## src/rtl/booth_mult_seq.sv

```systemverilog
// rtl/booth_mult_seq.sv - sequential radix-2 Booth multiplier with start/done handshake
module booth_mult_seq #(
  parameter int WIDTH = 32
) (
  input  logic             clk,
  input  logic             reset,
  input  logic             start,
  input  logic             is_signed,
  input  logic [WIDTH-1:0] a,
  input  logic [WIDTH-1:0] b,
  output logic             busy,
  output logic             done,
  output logic [WIDTH-1:0] hi,
  output logic [WIDTH-1:0] lo
);

  // One guard bit so unsigned operands and the most-negative signed value stay exact.
  localparam int N  = WIDTH + 1;
  localparam int CW = $clog2(N + 1);

  typedef enum logic {IDLE, RUN} state_t;

  state_t         state, state_nxt;
  logic [N-1:0]   m, acc, q;
  logic           q_1;
  logic [CW-1:0]  count;

  logic [N-1:0]   a_ext, b_ext;
  logic [N-1:0]   acc_step, acc_sh, q_sh;
  logic           q_1_sh;
  logic           accept, last;

  assign a_ext = {is_signed & a[WIDTH-1], a};
  assign b_ext = {is_signed & b[WIDTH-1], b};

  // One Booth step: add/subtract the multiplicand, then arithmetic shift of {A,Q,q_1}.
  always_comb begin
    acc_step = acc;
    case ({q[0], q_1})
      2'b10:   acc_step = acc - m;
      2'b01:   acc_step = acc + m;
      default: acc_step = acc;
    endcase
    acc_sh = {acc_step[N-1], acc_step[N-1:1]};
    q_sh   = {acc_step[0], q[N-1:1]};
    q_1_sh = q[0];
  end

  // State register; reset aborts any operation in flight.
  always_ff @(posedge clk or posedge reset) begin
    if (reset) state <= IDLE;
    else       state <= state_nxt;
  end

  // Next-state and control decode; busy comes straight from the state register.
  always_comb begin
    state_nxt = state;
    accept    = 1'b0;
    last      = 1'b0;
    busy      = 1'b0;
    case (state)
      IDLE: begin
        if (start) begin
          accept    = 1'b1;
          state_nxt = RUN;
        end
      end
      RUN: begin
        busy = 1'b1;
        if (count == CW'(N - 1)) begin
          last      = 1'b1;
          state_nxt = IDLE;
        end
      end
      default: state_nxt = IDLE;
    endcase
  end

  // Datapath: operand capture, iteration, and result publication on the final step.
  always_ff @(posedge clk or posedge reset) begin
    if (reset) begin
      m     <= '0;
      acc   <= '0;
      q     <= '0;
      q_1   <= 1'b0;
      count <= '0;
      hi    <= '0;
      lo    <= '0;
      done  <= 1'b0;
    end else begin
      done <= last;
      if (accept) begin
        m     <= a_ext;
        q     <= b_ext;
        acc   <= '0;
        q_1   <= 1'b0;
        count <= '0;
      end else if (state == RUN) begin
        acc   <= acc_sh;
        q     <= q_sh;
        q_1   <= q_1_sh;
        count <= count + 1'b1;
        if (last) begin
          // Low 2*WIDTH bits of the 2*N-bit {A,Q} are the exact product.
          {hi, lo} <= {acc_sh[N-3:0], q_sh};
        end
      end
    end
  end

endmodule

```

## config.mk

```make
export PLATFORM = sky130hd
export DESIGN_NAME = booth_mult_seq
export DESIGN_NICKNAME = d
export VERILOG_FILES = /design/src/rtl/booth_mult_seq.sv
export SDC_FILE = /design/constraint.sdc
export NUM_CORES = 1
export LEC_CHECK = 0
export ABC_AREA = 1
export CORE_UTILIZATION = 45
export CTS_CLUSTER_DIAMETER = 30
export DETAILED_ROUTE_END_ITERATION = 7
export GPL_TIMING_DRIVEN = 1
export MAX_ROUTING_LAYER = met4
export PLACE_DENSITY_LB_ADDON = 0.12
export SYNTH_ARGS = -nofsm -noshare
export SYNTH_HDL_FRONTEND = slang
export SYNTH_SLANG_ARGS = --single-unit
```

## constraint.sdc

```tcl
create_clock -name clk -period 6.2 [get_ports clk]
set_clock_uncertainty 0.2 [all_clocks]
set_input_delay 1.24 -clock clk [delete_from_list [all_inputs] [get_ports clk]]
set_output_delay 1.24 -clock clk [all_outputs]
set_load 0.005 [all_outputs]
```

# Word level (Yosys, flattened, before mapping)
# Index checks and enable logic that the tools add are counted.
[word_totals] ff_bits=172 inputBits=68 word_cells=37
[op_classes] add_sub_neg=3 eq_ne=3 mux=16 n_bitwise=4 n_reduce_logical=2
[op_table] cell="two-way mux 33 bit" count=4
[op_table] cell="case mux 33 bit (2 select lines)" count=1
[op_table] cell="adder 33 bit" count=1
[op_table] cell="subtractor 33 bit" count=1
[op_table] cell="two-way mux 6 bit" count=2
[op_table] cell="two-way mux 1 bit" count=8
[op_table] cell="adder 6 x 1 -> 6 bit (second input constant)" count=1
[op_table] cell="== test 6 bit (second input constant)" count=1
[op_table] cell="AND reduction 3 bit" count=1
[op_table] cell="bitwise AND 1 bit" count=2
[op_table] cell="== test 2 x 1 -> 1 bit (second input constant)" count=1
[op_table] cell="== test 2 bit (second input constant)" count=1
[op_table] cell="inverter 1 bit" count=2
[op_table] cell="case mux 1 bit (2 select lines)" count=1
[op_table] cell="nonzero test 2 bit" count=1

# Logic depth before layout (Yosys ltp)
[logic_depth] depth_word=4 mapped_depth=25 mapped_depth_nobuf=25

# Worst setup path before layout
# Ideal clock, no wire load.
[synth_path] kind="reg-to-reg" from="reg m[0]" to="reg acc[27]" arrival_time_ns=2.575 required_ns=5.883 slack_ns=3.308 stages_incl_launch_ff=22 n_path_buf=0 synth_period_minus_slack_ns=2.892 cell_sequence="dfrtp_1 > inv_1 > ha_1 > nand3_2 > nor2_4 > a21oi_2 > inv_2 > nand2_1 > a21oi_2 > inv_2 > o21ai_1 > nand2_1 > ha_1 > nand2_1 > nor2_1 > inv_1 > nor3_1 > nand2_1 > nand3_1 > nand3_2 > nand3_1 > nand2_1"
[synth_between] elab_chain_len=4 elab_cells_between_ends=5 classes_between="add/sub (2); mux (3)"
[synth_lines] element="start: declaration" line_no="24" text="logic [N-1:0] m, acc, q;"
[synth_lines] element="start signal: assignment" line_no="93" text="m <= a_ext;"
[synth_lines] element="adder 33 bit or subtractor 33 bit (tied branches)" line_no="41, 40"
[synth_lines] element="case mux 33 bit (2 select lines) *" line_no="39" text="case ({q[0], q_1})"
[synth_lines] element="two-way mux 33 bit *" line_no="98" text="end else if (state == RUN) begin"
[synth_lines] element="two-way mux 33 bit *" line_no="92" text="if (accept) begin"
[synth_lines] element="end signal: assignment" line_no="99" text="acc <= acc_sh;"
[synth_lines] element="end: declaration" line_no="24"
# Mark *: on every way between the ends. The rest lies on a longest branch, timed or not. The select of a mux whose other input is x is not followed.
# A chain may end at the register's enable or synchronous reset.

# Worst setup path in the final report
[layout_path] from="reg q[0]" to="reg hi[31]"
[layout_between] elab_chain_len=2 elab_cells_between_ends=3 classes_between="eq/ne (2); mux (1)"
[layout_lines] element="start: declaration" line_no="24"
[layout_lines] element="start signal: assignment" line_no="94" text="q <= b_ext;"
[layout_lines] element="start signal: assignment" line_no="100" text="q <= q_sh;"
[layout_lines] element="== test 2 x 1 -> 1 bit or == test 2 bit (tied branches)" line_no="39"
[layout_lines] element="case mux 33 bit (2 select lines) *" line_no="39"
[layout_lines] element="end signal: assignment" line_no="105" text="{hi, lo} <= {acc_sh[N-3:0], q_sh};"
[layout_lines] element="end: declaration" line_no="13" text="output logic [WIDTH-1:0] hi,"
# Mark *: on every way between the ends. The rest lies on a longest branch, timed or not.

==> impl_metrics.toml <==
[status]
status = "finished clean"

[timing]
finalCritPeriodShare_pct = 58.7
max_freq_mhz = 275
min_period_ps = 3640
slew_headroom_pct = 30.2
final-max-slew-violation-count = 0
hold_ws_ps = 278
worst_pin_slew_ps = 1050
setup_viol_count_final = 0
hold_violations = 0
tns_ps = 0
rsz0062_at_grt = "no"

[clock_tree]
tritoncts = "done"
clk_pin_slew_worst_paths_ps = 80
clk_latency_ps = 440
cts_inserted_buffers = 17
cts_sinks = 171
cts.path.max_buffers = 2
postCtsHoldBufs = 0
postCtsSetupBuffers = 0
cts_resized = 0
h-tree-depth = 4
cts-root-buf = "clkbuf_16"

[die]
core_sq_um = 22600
rows = 55
die_y_um = 153
ios = 134
die_w_um = 153
start_util_pct = 45.7
die_area_sq_um = 23600

[global_route]
grt_usage_pct = 25.5
grt_pass1_wl_um = 45700
grt-ovfl-total = 0
antenna_found_initial = 0
grt_max_degree = 97
grt_pass1_vias = 8939

[run]
maxCapViolCount = 0

[synthesis]
yosysSeqAreaShare_pct = 41.4
synthTopCellsByCount = "nand2_1 (518), inv_1 (201), dfrtp_1 (171)"
syn_nets = 1526
yosysTopAreaCell = "dfrtp_1"
ys.flop_type = "dfrtp_1"
avgSynthCellArea_sq_um = 7.27
synth_most_common_cell = "nand2_1"
synth_cell_type_count = 44
netlist_instances = 1421
async_reset_ff_share_pct = 100
ys_ff_latch = 171
synthTopCellsByArea = "dfrtp_1 (41%), nand2_1 (19%), inv_1 (7.3%)"
synth_edf_count = 0
syn_area_sq_um = 10300
yosysWarningCount = 0
synth_top_area_share_pct = 41.4

[critical_path]
start_kind = "flip-flop"
worst_ep_arrival_time_ps = 3770
cp_max_fo = 19
crit_type = "flip-flop to flip-flop"
crit_start = "q[0]"
critical_path_required_ps = 6330
cp-end-kind = "flip-flop"
r2r-end = "hi[31]"
ff2ff_setup_slack_ps = 2560
reg2regPathDepth = 20
timing.rr.start = "q[0]"

[place]
globalplace.congestion = 0.909
io_buffer_count = 133
place_area_sq_um = 11900
dp_hpwl_um = 20300

[routing]
via_per_inst = 4.99
routed_wl_um = 27800
dr.pass1.iters = 7
ant_nets = 0
num_vias = 9142
drc_errors = 0
drt_iter0_markers = 551
drt-wirelength-per-cell_um = 15.1

[layout]
drive_gt1_share_pct = 7.11
final_area_sq_um = 12500
antennaDiodeCount = 0
area_growth_pct = 20.8
nets = 1640

[hold_path]
holdPathEnd = "hi[20]"
holdPathStages = 2
hp-start = "hi[20]"
hold_path_class = "flip-flop to flip-flop"
==> worst max-delay path by stage <==
stage / to / slack [ps] / cells after the start
floorplan: acc[0] / 130 / 1
global placement: q[32] / 2480 / 6
detailed placement: q[32] / 2430 / 6
CTS: acc[27] / 2560 / 19
global route: hi[28] / 2210 / 19
finish: hi[31] / 2560 / 20
==> final cells by class <==
class                   count  area, sq um
fillers                  2204        10100
multi-input cells         986         5020
flip-flops and latches    171         4280
repair buffers            142         1400
inverters                 217          820
clock buffers              18          429
well taps                 285          357
clock inverters            14          170
==> placed cells by master (no fill, tap or decap), types with 10 or more instances in the layout <==
cell and count:
nand2_1 518, inv_1 200, dfrtp_1 171, clkdlybuf4s50_1 133
nand3_1 84, o21ai_0 74, nor2_1 66, ha_1 36
xor2_1 33, o221ai_1 29, a21oi_1 21, o21ai_1 18
clkbuf_16 17, or2_2 15, nand2_2 14, inv_2 13
nand3_2 13, o211ai_1 10
==> stage by stage <==
stage | cells | util (%) | setup WS [ps]
CTS | 1833 | 55.3 | 2560
global placement | 1801 | 52.6 | 2480
finish | 1833 | 55.3 | 2560
global route | 1833 | 55.3 | 2210
floorplan | 1421 | - | 128
detailed placement | 1801 | 52.6 | 2430
==> registers in the layout, summed over array words and instances (netlist names) <==
name   flops
hi        32
acc       32
q         33
count      6
q_1        1
state      1
m         33
lo        32
done       1
==> cells by family after synthesis <==
group,count (synthesis),synth area share (%)
fa+ha+maj,37,4.56
flops,171,41.4
buf+inv,264,10.0
compound gates,165,9.73
mux,4,0.388
xor+xnor,43,3.72
simple gates,737,30.1
==> critical path, stage by stage, from the launching register on <==
cell     delay, ps
dfrtp_1        370
inv_1           90
ha_1           520
inv_2          280
o21ai_1        140
nand2_1        100
a21oi_2        190
inv_2           50
o21ai_1        120
nand2_1         80
ha_1           350
a21oi_1        210
nand2_1        100
nand2_1         60
nand2_1         50
a21oi_1        260
nand2_1         90
nand2_1         80
nand3_2         70
nand3_1         90
nand2_1         50
==> layer usage <==
layer / global-route usage, % / wire length (um)
met3: 4.91 / 1490
met2: 40.1 / 12500
met4: 6.33 / 460
met1: 33.9 / 13300
met5: - / 0
Power is not shown: default switching activity piles up to over one toggle a cycle in this logic, so the estimate is an artifact.
